==> src/rtl/pipeline_hazard_ctrl.sv <==
`default_nettype none
// +--------------------------------------------------------------------------+
// | pipeline_hazard_ctrl                                                     |
// | Stall/flush sequencer for the 5-stage pipeline. The optional performance |
// | counters are enabled with the HZ_PERF_CNT_EN macro.                      |
// | Revision: 1.0                                                            |
// +--------------------------------------------------------------------------+
module pipeline_hazard_ctrl #(
  parameter int AWIDTH       = 5,
  parameter int LOAD_LAT     = 1,
  parameter int FLUSH_CYCLES = 2,
  parameter int MEM_TIMEOUT  = 16,
  parameter int CNT_WIDTH    = 32
) (
  input  logic              hz_clk,
  input  logic              hz_rst,
  input  logic              hz_i_ce,
  input  logic              hz_i_ext_stall,
  input  logic              hz_i_ext_flush,
  input  logic              hz_i_ds_valid,
  input  logic [AWIDTH-1:0] hz_i_ds_addr_rs1,
  input  logic [AWIDTH-1:0] hz_i_ds_addr_rs2,
  input  logic              hz_i_es_valid,
  input  logic              hz_i_es_is_load,
  input  logic [AWIDTH-1:0] hz_i_es_addr_rd,
  input  logic              hz_i_es_change_pc,
  input  logic              hz_i_ms_busy,
  output logic              hz_o_fs_stall,
  output logic              hz_o_ds_stall,
  output logic              hz_o_es_stall,
  output logic              hz_o_ms_stall,
  output logic              hz_o_ws_stall,
  output logic              hz_o_ds_flush,
  output logic              hz_o_es_flush,
  output logic              hz_o_ms_flush,
  output logic [1:0]        hz_o_state,
  output logic              hz_o_timeout
`ifdef HZ_PERF_CNT_EN
  ,
  output logic [CNT_WIDTH-1:0] hz_o_stall_cnt,
  output logic [CNT_WIDTH-1:0] hz_o_flush_cnt
`endif
);

  localparam int c_seq_max = (LOAD_LAT > FLUSH_CYCLES) ? LOAD_LAT : FLUSH_CYCLES;
  localparam int c_seq_w   = $clog2(c_seq_max + 1);
  localparam int c_wait_w  = $clog2(MEM_TIMEOUT + 1);

  localparam logic [c_seq_w-1:0]  c_seq_one     = c_seq_w'(1);
  localparam logic [c_seq_w-1:0]  c_load_reload = c_seq_w'(LOAD_LAT - 1);
  localparam logic [c_seq_w-1:0]  c_flsh_reload = c_seq_w'(FLUSH_CYCLES - 1);
  localparam logic [c_wait_w-1:0] c_wait_one    = c_wait_w'(1);
  localparam logic [c_wait_w-1:0] c_wait_last   = c_wait_w'(MEM_TIMEOUT - 1);

  typedef enum logic [1:0] {
    S_RUN        = 2'd0,
    S_LOAD_STALL = 2'd1,
    S_FLUSH      = 2'd2,
    S_MEM_WAIT   = 2'd3
  } state_t;

  state_t              r_state, w_state_nxt;
  logic [c_seq_w-1:0]  r_seq_cnt, w_seq_nxt;
  logic [c_wait_w-1:0] r_wait_cnt, w_wait_nxt;
  logic                r_pending, w_pend_nxt;
  logic                w_hazard, w_redir_req, w_seq_last;

  assign w_hazard = hz_i_es_valid & hz_i_es_is_load & (hz_i_es_addr_rd != '0) & hz_i_ds_valid &
                    ((hz_i_es_addr_rd == hz_i_ds_addr_rs1) | (hz_i_es_addr_rd == hz_i_ds_addr_rs2));
  // A redirect deferred during a memory wait is replayed once the memory is ready.
  assign w_redir_req = hz_i_es_change_pc | ((r_state == S_MEM_WAIT) & r_pending);
  assign w_seq_last  = (r_seq_cnt <= c_seq_one);
  assign hz_o_state  = r_state;

  always_comb begin
    hz_o_fs_stall = 1'b0;
    hz_o_ds_stall = 1'b0;
    hz_o_es_stall = 1'b0;
    hz_o_ms_stall = 1'b0;
    hz_o_ws_stall = 1'b0;
    hz_o_ds_flush = 1'b0;
    hz_o_es_flush = 1'b0;
    hz_o_ms_flush = 1'b0;
    hz_o_timeout  = 1'b0;
    w_state_nxt   = r_state;
    w_seq_nxt     = r_seq_cnt;
    w_wait_nxt    = r_wait_cnt;
    w_pend_nxt    = r_pending;
    if (hz_rst) begin
      if (!hz_i_ce) begin
        {hz_o_fs_stall, hz_o_ds_stall, hz_o_es_stall, hz_o_ms_stall, hz_o_ws_stall} = 5'b11111;
      end else if (hz_i_ext_flush) begin
        {hz_o_ds_flush, hz_o_es_flush, hz_o_ms_flush} = 3'b111;
        w_state_nxt = S_RUN;
        w_seq_nxt   = '0;
        w_wait_nxt  = '0;
        w_pend_nxt  = 1'b0;
      end else if (hz_i_ms_busy) begin
        {hz_o_fs_stall, hz_o_ds_stall, hz_o_es_stall} = 3'b111;
        w_seq_nxt = '0;
        if (r_wait_cnt >= c_wait_last) begin
          // Abort the stuck access: squash memory stage instead of stalling it.
          hz_o_ms_flush = 1'b1;
          hz_o_timeout  = 1'b1;
          w_state_nxt   = S_RUN;
          w_wait_nxt    = '0;
          w_pend_nxt    = 1'b0;
        end else begin
          hz_o_ms_stall = 1'b1;
          w_state_nxt   = S_MEM_WAIT;
          w_wait_nxt    = r_wait_cnt + c_wait_one;
          w_pend_nxt    = r_pending | hz_i_es_change_pc;
        end
      end else begin
        w_wait_nxt = '0;
        w_pend_nxt = 1'b0;
        if (w_redir_req) begin
          hz_o_ds_flush = 1'b1;
          hz_o_es_flush = 1'b1;
          w_state_nxt   = (FLUSH_CYCLES > 1) ? S_FLUSH : S_RUN;
          w_seq_nxt     = c_flsh_reload;
        end else begin
          unique case (r_state)
            S_FLUSH, S_LOAD_STALL: begin
              if (r_state == S_FLUSH) begin
                hz_o_ds_flush = 1'b1;
              end else begin
                hz_o_fs_stall = 1'b1;
                hz_o_ds_stall = 1'b1;
              end
              hz_o_es_flush = 1'b1;
              if (w_seq_last) begin
                w_state_nxt = S_RUN;
                w_seq_nxt   = '0;
              end else begin
                w_seq_nxt = r_seq_cnt - c_seq_one;
              end
            end
            S_MEM_WAIT: w_state_nxt = S_RUN;
            default: begin
              if (w_hazard) begin
                hz_o_fs_stall = 1'b1;
                hz_o_ds_stall = 1'b1;
                hz_o_es_flush = 1'b1;
                w_state_nxt   = (LOAD_LAT > 1) ? S_LOAD_STALL : S_RUN;
                w_seq_nxt     = c_load_reload;
              end else if (hz_i_ext_stall) begin
                {hz_o_fs_stall, hz_o_ds_stall, hz_o_es_stall, hz_o_ms_stall, hz_o_ws_stall} = 5'b11111;
              end
            end
          endcase
        end
      end
    end
  end

  always_ff @(posedge hz_clk or negedge hz_rst) begin
    if (!hz_rst) begin
      r_state    <= S_RUN;
      r_seq_cnt  <= '0;
      r_wait_cnt <= '0;
      r_pending  <= 1'b0;
    end else if (hz_i_ce) begin
      r_state    <= w_state_nxt;
      r_seq_cnt  <= w_seq_nxt;
      r_wait_cnt <= w_wait_nxt;
      r_pending  <= w_pend_nxt;
    end
  end

`ifdef HZ_PERF_CNT_EN
  localparam logic [CNT_WIDTH-1:0] c_cnt_one = CNT_WIDTH'(1);

  logic [CNT_WIDTH-1:0] r_stall_cnt, r_flush_cnt;
  logic                 w_any_stall, w_redirect_evt;

  assign w_any_stall    = hz_o_fs_stall | hz_o_ds_stall | hz_o_es_stall | hz_o_ms_stall | hz_o_ws_stall;
  assign w_redirect_evt = hz_i_ext_flush | (~hz_i_ms_busy & w_redir_req);

  always_ff @(posedge hz_clk or negedge hz_rst) begin
    if (!hz_rst) begin
      r_stall_cnt <= '0;
      r_flush_cnt <= '0;
    end else if (hz_i_ce) begin
      if (w_any_stall && (r_stall_cnt != '1)) r_stall_cnt <= r_stall_cnt + c_cnt_one;
      if (w_redirect_evt && (r_flush_cnt != '1)) r_flush_cnt <= r_flush_cnt + c_cnt_one;
    end
  end

  assign hz_o_stall_cnt = r_stall_cnt;
  assign hz_o_flush_cnt = r_flush_cnt;
`endif

endmodule
`default_nettype wire

==> config.mk <==
export PLATFORM = sky130hd
export DESIGN_NAME = pipeline_hazard_ctrl
export DESIGN_NICKNAME = d
export VERILOG_FILES = /design/src/rtl/pipeline_hazard_ctrl.sv
export SDC_FILE = /design/constraint.sdc
export NUM_CORES = 1
export LEC_CHECK = 0
export BUFFER_PORTS_ARGS = -buffer_cell sky130_fd_sc_hd__buf_2
export CAP_MARGIN = 10
export CORE_MARGIN = 1
export CORE_UTILIZATION = 40
export DETAILED_ROUTE_END_ITERATION = 7
export GPL_TIMING_DRIVEN = 0
export PLACE_DENSITY = 0.77
export SETUP_SLACK_MARGIN = 0.4
export SLEW_MARGIN = 25
export SYNTH_ARGS = -nofsm -noshare
export SYNTH_HDL_FRONTEND = slang
export SYNTH_SLANG_ARGS = --single-unit
export TNS_END_PERCENT = 20
==> constraint.sdc <==
create_clock -name hz_clk -period 2.6 [get_ports hz_clk]
set_clock_uncertainty 0.1 [all_clocks]
set_input_delay 0.39 -clock hz_clk [delete_from_list [all_inputs] [get_ports hz_clk]]
set_output_delay 0.39 -clock hz_clk [all_outputs]
set_load 0.005 [all_outputs]
==> key figures, run 1 <==
Layout
  – Final nets: 187
  – Fillers: 178
  – Reg area: 250 um2
  – Synth-to-Final Area Change: 42.5%
  – Final Util: 63.1%
  – N_diodes: 0
  – Multi-input gate area: 678 um2
  – Layout cell share with drive strength beyond 1: 42.2%

Yosys
  – Share of synthesized registers carrying an async set or reset: 100%
  – Share of the yosys chip area belonging to registers: 27.7%
  – Syn_nets: 139
  – Synth area leaders: dfrtp_1, ha_1, xor2_1
  – Unique masters post-synth: 39
  – Yosys top cell area share: 27.7%
  – Cell Area, Synth: 903 um2
  – Synth cell count leaders: dfrtp_1, xor2_1, nand2_1, ha_1, nor2_1
  – Syn Inst Count: 107
  – Ys flop type: dfrtp_1
  – Biggest area consumer among synthesized cells: dfrtp_1
  – Syn Area/Cell: 8.44 um2
  – YS warnings: 0
  – Number of synthesized flops with an enable pin: 0
  – #FFs+latches synth: 10

Critical path
  – Worst Path Required: 2.11 ns
  – Crit Path Max Fanout: 5
  – Worst setup EP type: output port
  – Critical path arrival: 1.93 ns
  – Setup CP Type: in -> out
  – Crit path launch type: primary input

STA
  – Worst Tran Pin Value: 0.599 ns
  – Rel. slew slack: 59.0%
  – Final Cycle Share: 93.1%
  – Final count of hold timing violations: 0
  – Crit path time final: 2.42 ns
  – Endpoints failing setup: 0
  – Final Max Tran Viols: 0
  – Max frequency: 413 MHz
  – Setup TNS: 0 ns
  – RSZ-0062 raised after global routing: yes

Placed design
  – HPWL reported at the end of detailed placement: 1790 um
  – Placer congestion estimate: 0.838
  – PortBufs: 35

Clock tree
  – H-tree Lvls: 1
  – CTS tree: done
  – Clock buffer depth: 2
  – Clock Pin Slew Worst Setup and Hold Paths: 0.07 ns
  – Root Buffer: clkbuf_4
  – Clk_lat worst skew: 0.27 ns
  – Clock Sinks: 10
  – CTS Buf Count: 3

Floorplanning
  – Starting density of the core: 44.2%
  – Core area: 2040 um2
  – Die W: 49.5 um
  – Row cnt: 16
  – Top-Level Pins: 36
  – Die area: 2450 um2
  – Die height: 49.5 um

Power and ir drop
  – Clock network fraction of design power: 28.5%
  – Pint: 0.000334 W
  – Comb pwr share: 36.5%
  – Switch share: 32.6%
  – PwrDens: 385 nW/um2
  – Reg power frac: 34.9%
  – Total power: 0.000495 W
  – Leakage: 0.609 nW
  – Psw: 0.000161 W
  – VDD IR max: 0.000243 V

Global routing
  – Number of global-route vias before repair: 993
  – GRT overflow: 0
  – Initial antenna violation count: 0
  – First-pass GRT wire length: 4390 um
  – GRT Total Usage: 23.5%
  – Largest net degree at the start of global routing: 11

Detailed routing
  – DRT iter0 DRCs: 10
  – Vias per Instance: 5.52
  – WL per Instance: 14.5 um
  – Met2 Wirelength: 1390 um
  – Routed Wire Length: 2630 um
  – Wl on met1: 1090 um
  – Top layer in use: met4
  – Met3 WL post-DR: 131 um
  – Final antenna-violating net count: 0
  – Via Count: 999
  – Initial DRT Pass Iterations: 4
  – # DRC: 0

Hold path
  – Worst min path class: in -> reg

Job
  – Max-cap violation count: 0

Status
  – Status: completed
[routing by layer]
layer,GRT usage [%],up-vias
li1,-,491
met1,25.5,474
met2,45.7,32
met3,3.40,2
met4,7.14,0
met5,0,-
[final timing paths]
check | slack (ns) | to | depth (start not counted) | from
max | 0.18 | hz_o_ws_stall | 6 | hz_i_es_addr_rd[1]
min | 0.33 | r_pending | 3 | hz_i_es_change_pc
max reg2reg | 0.64 | r_seq_cnt[0] | 7 | hz_o_state[0]
min reg2reg | 0.43 | r_seq_cnt[0] | 1 | r_seq_cnt[0]
max in group asynchronous | 1.47 | r_seq_cnt[1] | 2 | hz_rst
min in group asynchronous | 0.61 | r_wait_cnt[4] | 2 | hz_rst
[state kept, by name, indices dropped and copies added, names as in the netlist]
name and cells:
hz_o_state 2, r_pending 1, r_seq_cnt 2, r_wait_cnt 5
[stage by stage]
step | area (um2) | worst slack (ns) | hold slack (ns) | std cells
6_report | 1290 | 0.180 | 0.328 | 181
3_5_place_dp | 1110 | 0.0318 | 0.203 | 169
3_3_place_gp | 1110 | 0.0717 | 0.196 | 169
5_1_grt | 1290 | 0.136 | 0.347 | 181
2_1_floorplan | 903 | 0.407 | -0.00559 | 107
4_1_cts | 1250 | 0.205 | 0.312 | 181
[layout make-up]
class | instances | share of cell area (%)
sequential | 10 | 19.4
clock buffer | 4 | 2.82
multi-input combinational | 87 | 52.7
tap | 27 | 2.62
buffer | 4 | 2.24
inverter | 6 | 1.75
timing repair buffer | 43 | 18.5
[critical path, stage by stage]
cell and delay (ns):
buf_2 0.12, or4_4 0.55, o2111ai_4 0.23, nor2_4 0.08, o41ai_2 0.38, buf_2 0.18
[cells by family after synthesis]
kind of cell	after synthesis	synth area share, %
and+or+nand+nor	39	22.2
AOI/OAI and AO/OA	30	24.9
xor gates and xnor gates	10	9.69
buffers and inverters	10	4.57
DFF	10	27.7
adders and majority gates	7	9.69
muxes	1	1.25
[layout by cell type, fill, tap and decap left out, drive strengths merged, types with 2 or more instances in the layout]
| cell | instances |
|---|---|
| buf | 43 |
| xor2 | 10 |
| dfrtp | 10 |
| nand2 | 9 |
| nor2 | 8 |
| nor3 | 7 |
| ha | 7 |
| clkbuf | 7 |
| inv | 6 |
| o21ai | 6 |
| nand3 | 4 |
| a21oi | 4 |
| o41ai | 4 |
| nand2b | 3 |
| o31ai | 2 |
| o22ai | 2 |
[power by group through the flow]
stage | clock, W | sequential [W] | combinational, W
detailed placement | 0 | 0.000180 | 0.000147
floorplan | 0 | 0.000178 | 0.0000874
global placement | 0 | 0.000179 | 0.000142
CTS | 0.000146 | 0.000172 | 0.000172
global route | 0.000151 | 0.000174 | 0.000204
finish | 0.000141 | 0.000173 | 0.000181
[timing repair]
action	4_1_cts	5_1_grt
pin swaps	2	1
hold buffers	1	0
endpoints found under the hold margin	10	0
setup buffers	7	0
gates resized for setup	11	6
gates cloned	0	0
setup endpoints to repair	9	8
No activity file was read; power rests on OpenSTA's default activity.
==> inputs of run 2 (changes only) <==
--- a/config.mk
+++ b/config.mk
@@ -12,9 +12,10 @@
 export DETAILED_ROUTE_END_ITERATION = 7
 export GPL_TIMING_DRIVEN = 0
 export PLACE_DENSITY = 0.77
+export RECOVER_POWER = 25
 export SETUP_SLACK_MARGIN = 0.4
 export SLEW_MARGIN = 25
 export SYNTH_ARGS = -nofsm -noshare
 export SYNTH_HDL_FRONTEND = slang
 export SYNTH_SLANG_ARGS = --single-unit
-export TNS_END_PERCENT = 20
+export TNS_END_PERCENT = 10
==> run 2 against run 1 <==
Net effect: sequential power barely moved; worst setup slack did not move; total power barely moved; combinational power barely moved; worst hold slack barely moved; critical path depth did not move; fmax did not move.
==> key figures, run 2 (synthesis results as in run 1) <==
Status
  – Status: completed

Placed design
  – HPWL reported at the end of detailed placement: 1790 um
  – Placer congestion estimate: 0.838
  – PortBufs: 35

Global routing
  – Initial antenna violation count: 0
  – Number of global-route vias before repair: 993
  – Largest net degree at the start of global routing: 11
  – First-pass GRT wire length: 4390 um
  – GRT overflow: 0
  – GRT Total Usage: 23.5%

Layout
  – Largest Register: r_wait_cnt
  – Final Util: 63.0%
  – Number of flip-flops in the largest register: 5
  – Synth-to-Final Area Change: 42.4%
  – Most frequent cells in the layout: buf_2, xor2_1, dfrtp_1
  – N_diodes: 0
  – Most common cell after layout, fill and taps aside: buf_2
  – Final nets: 187
  – Layout cell share with drive strength beyond 1: 41.6%
  – Fillers: 178

Floorplanning
  – Die W: 49.5 um
  – Top-Level Pins: 36
  – Starting density of the core: 44.2%
  – Die area: 2450 um2
  – Row cnt: 16
  – Die height: 49.5 um
  – Core area: 2040 um2

Clock tree
  – Clock Pin Slew Worst Setup and Hold Paths: 0.07 ns
  – Clk_lat worst skew: 0.27 ns
  – Clock Sinks: 10
  – CTS Buf Count: 3
  – H-tree Lvls: 1
  – Root Buffer: clkbuf_4
  – CTS tree: done
  – Clock buffer depth: 2

Critical path
  – Critical path's most frequent cell: buf_2
  – Worst setup EP type: output port
  – CP peak stage delay: 0.55 ns
  – CP cell instances: buf_2 -> or4_4 -> o2111ai_4 -> nor2_4 -> o41ai_2 -> buf_2
  – Setup CP Type: in -> out
  – Slowest cell on crit path: or4_4
  – Critical path arrival: 1.93 ns
  – Crit Path Max Fanout: 5
  – Delay-heaviest family, CP: simple AND/OR/NAND/NOR gates
  – Worst Path Required: 2.11 ns
  – Crit path buffers/inverters: 2
  – Crit path launch type: primary input

Power and ir drop
  – Leakage: 0.606 nW
  – Total power: 0.000495 W
  – PwrDens: 385 nW/um2
  – VDD IR max: 0.000233 V

STA
  – Crit path time final: 2.42 ns
  – Final Max Tran Viols: 0
  – Final Cycle Share: 93.1%
  – Endpoints failing setup: 0
  – Rel. slew slack: 59.0%
  – Worst Tran Pin Value: 0.599 ns
  – Final count of hold timing violations: 0
  – Setup TNS: 0 ns
  – RSZ-0062 raised after global routing: yes
  – Max frequency: 413 MHz

Job
  – Max-cap violation count: 0

Detailed routing
  – Routed Wire Length: 2640 um
  – DRT iter0 DRCs: 11
  – Via Count: 1003
  – Initial DRT Pass Iterations: 4
  – WL per Instance: 14.6 um
  – # DRC: 0
  – Vias per Instance: 5.54
  – Final antenna-violating net count: 0

Hold path
  – Worst min path class: in -> reg
## run 2: cell types whose count changed in the layout (fill, tap and decap cells not counted), sizes merged
| cell | before | now |
|---|---|---|
| clkbuf | 7 | 8 |
| buf | 43 | 42 |
## run 2: final timing paths
path / startpoint / to / slack, ns / depth (start not counted)
min in group asynchronous: hz_rst / r_wait_cnt[4] / 0.76 / 2
hold reg to reg: r_seq_cnt[0] / r_seq_cnt[0] / 0.43 / 1
hold / removal: hz_i_es_change_pc / r_pending / 0.33 / 3
max in group asynchronous: hz_rst / r_seq_cnt[1] / 1.32 / 2
setup reg to reg: hz_o_state[0] / r_seq_cnt[0] / 0.64 / 7
setup / recovery: hz_i_es_addr_rd[1] / hz_o_ws_stall / 0.18 / 6
## run 2: metal layers
metal	track usage [%]	share of wire, %	vias up
met1	25.5	41	478
met4	7.14	0.91	0
li1	-	-	491
met3	3.40	5.0	2
met5	0	0	-
met2	45.7	53	32
## run 2: final cells by class
| type | instances | area [um2] | share of cell area, % |
|---|---|---|---|
| Buffer | 4 | 28.8 | 2.24 |
| Clock buffer | 4 | 36.3 | 2.82 |
| Inverter | 6 | 22.5 | 1.75 |
| Multi-Input combinational cell | 87 | 678 | 52.7 |
| Sequential cell | 10 | 250 | 19.5 |
| Tap cell | 27 | 33.8 | 2.63 |
| Timing Repair Buffer | 43 | 236 | 18.4 |
## run 2: timing repair
action	in CTS	in global routing
pin swaps	2	1
gates resized for setup	11	6
endpoints found under the setup margin	9	8
hold buffers	1	0
buffers inserted	7	0
endpoints found under the hold margin	10	0
## run 2: power breakdown
group          switching [W]  leakage, nW  internal, W
Clock              0.0000563       0.0210    0.0000851
Sequential        0.00000675        0.135     0.000166
Combinational      0.0000986        0.450    0.0000823
Total               0.000162        0.606     0.000334
## run 2: worst min-delay path, cell delays in order
cell,delay [ns]
buf_2,0.09
a21oi_1,0.06
a21oi_1,0.11
## run 2: metrics by stage
step           hold slack [ns]  area, um2  cells  worst slack (ns)
6_report                 0.329       1290    181             0.180
5_1_grt                  0.347       1290    181             0.136
4_1_cts                  0.312       1250    181             0.205
3_5_place_dp             0.203       1110    169            0.0318
3_3_place_gp             0.196       1110    169            0.0717
2_1_floorplan         -0.00559        903    107             0.407
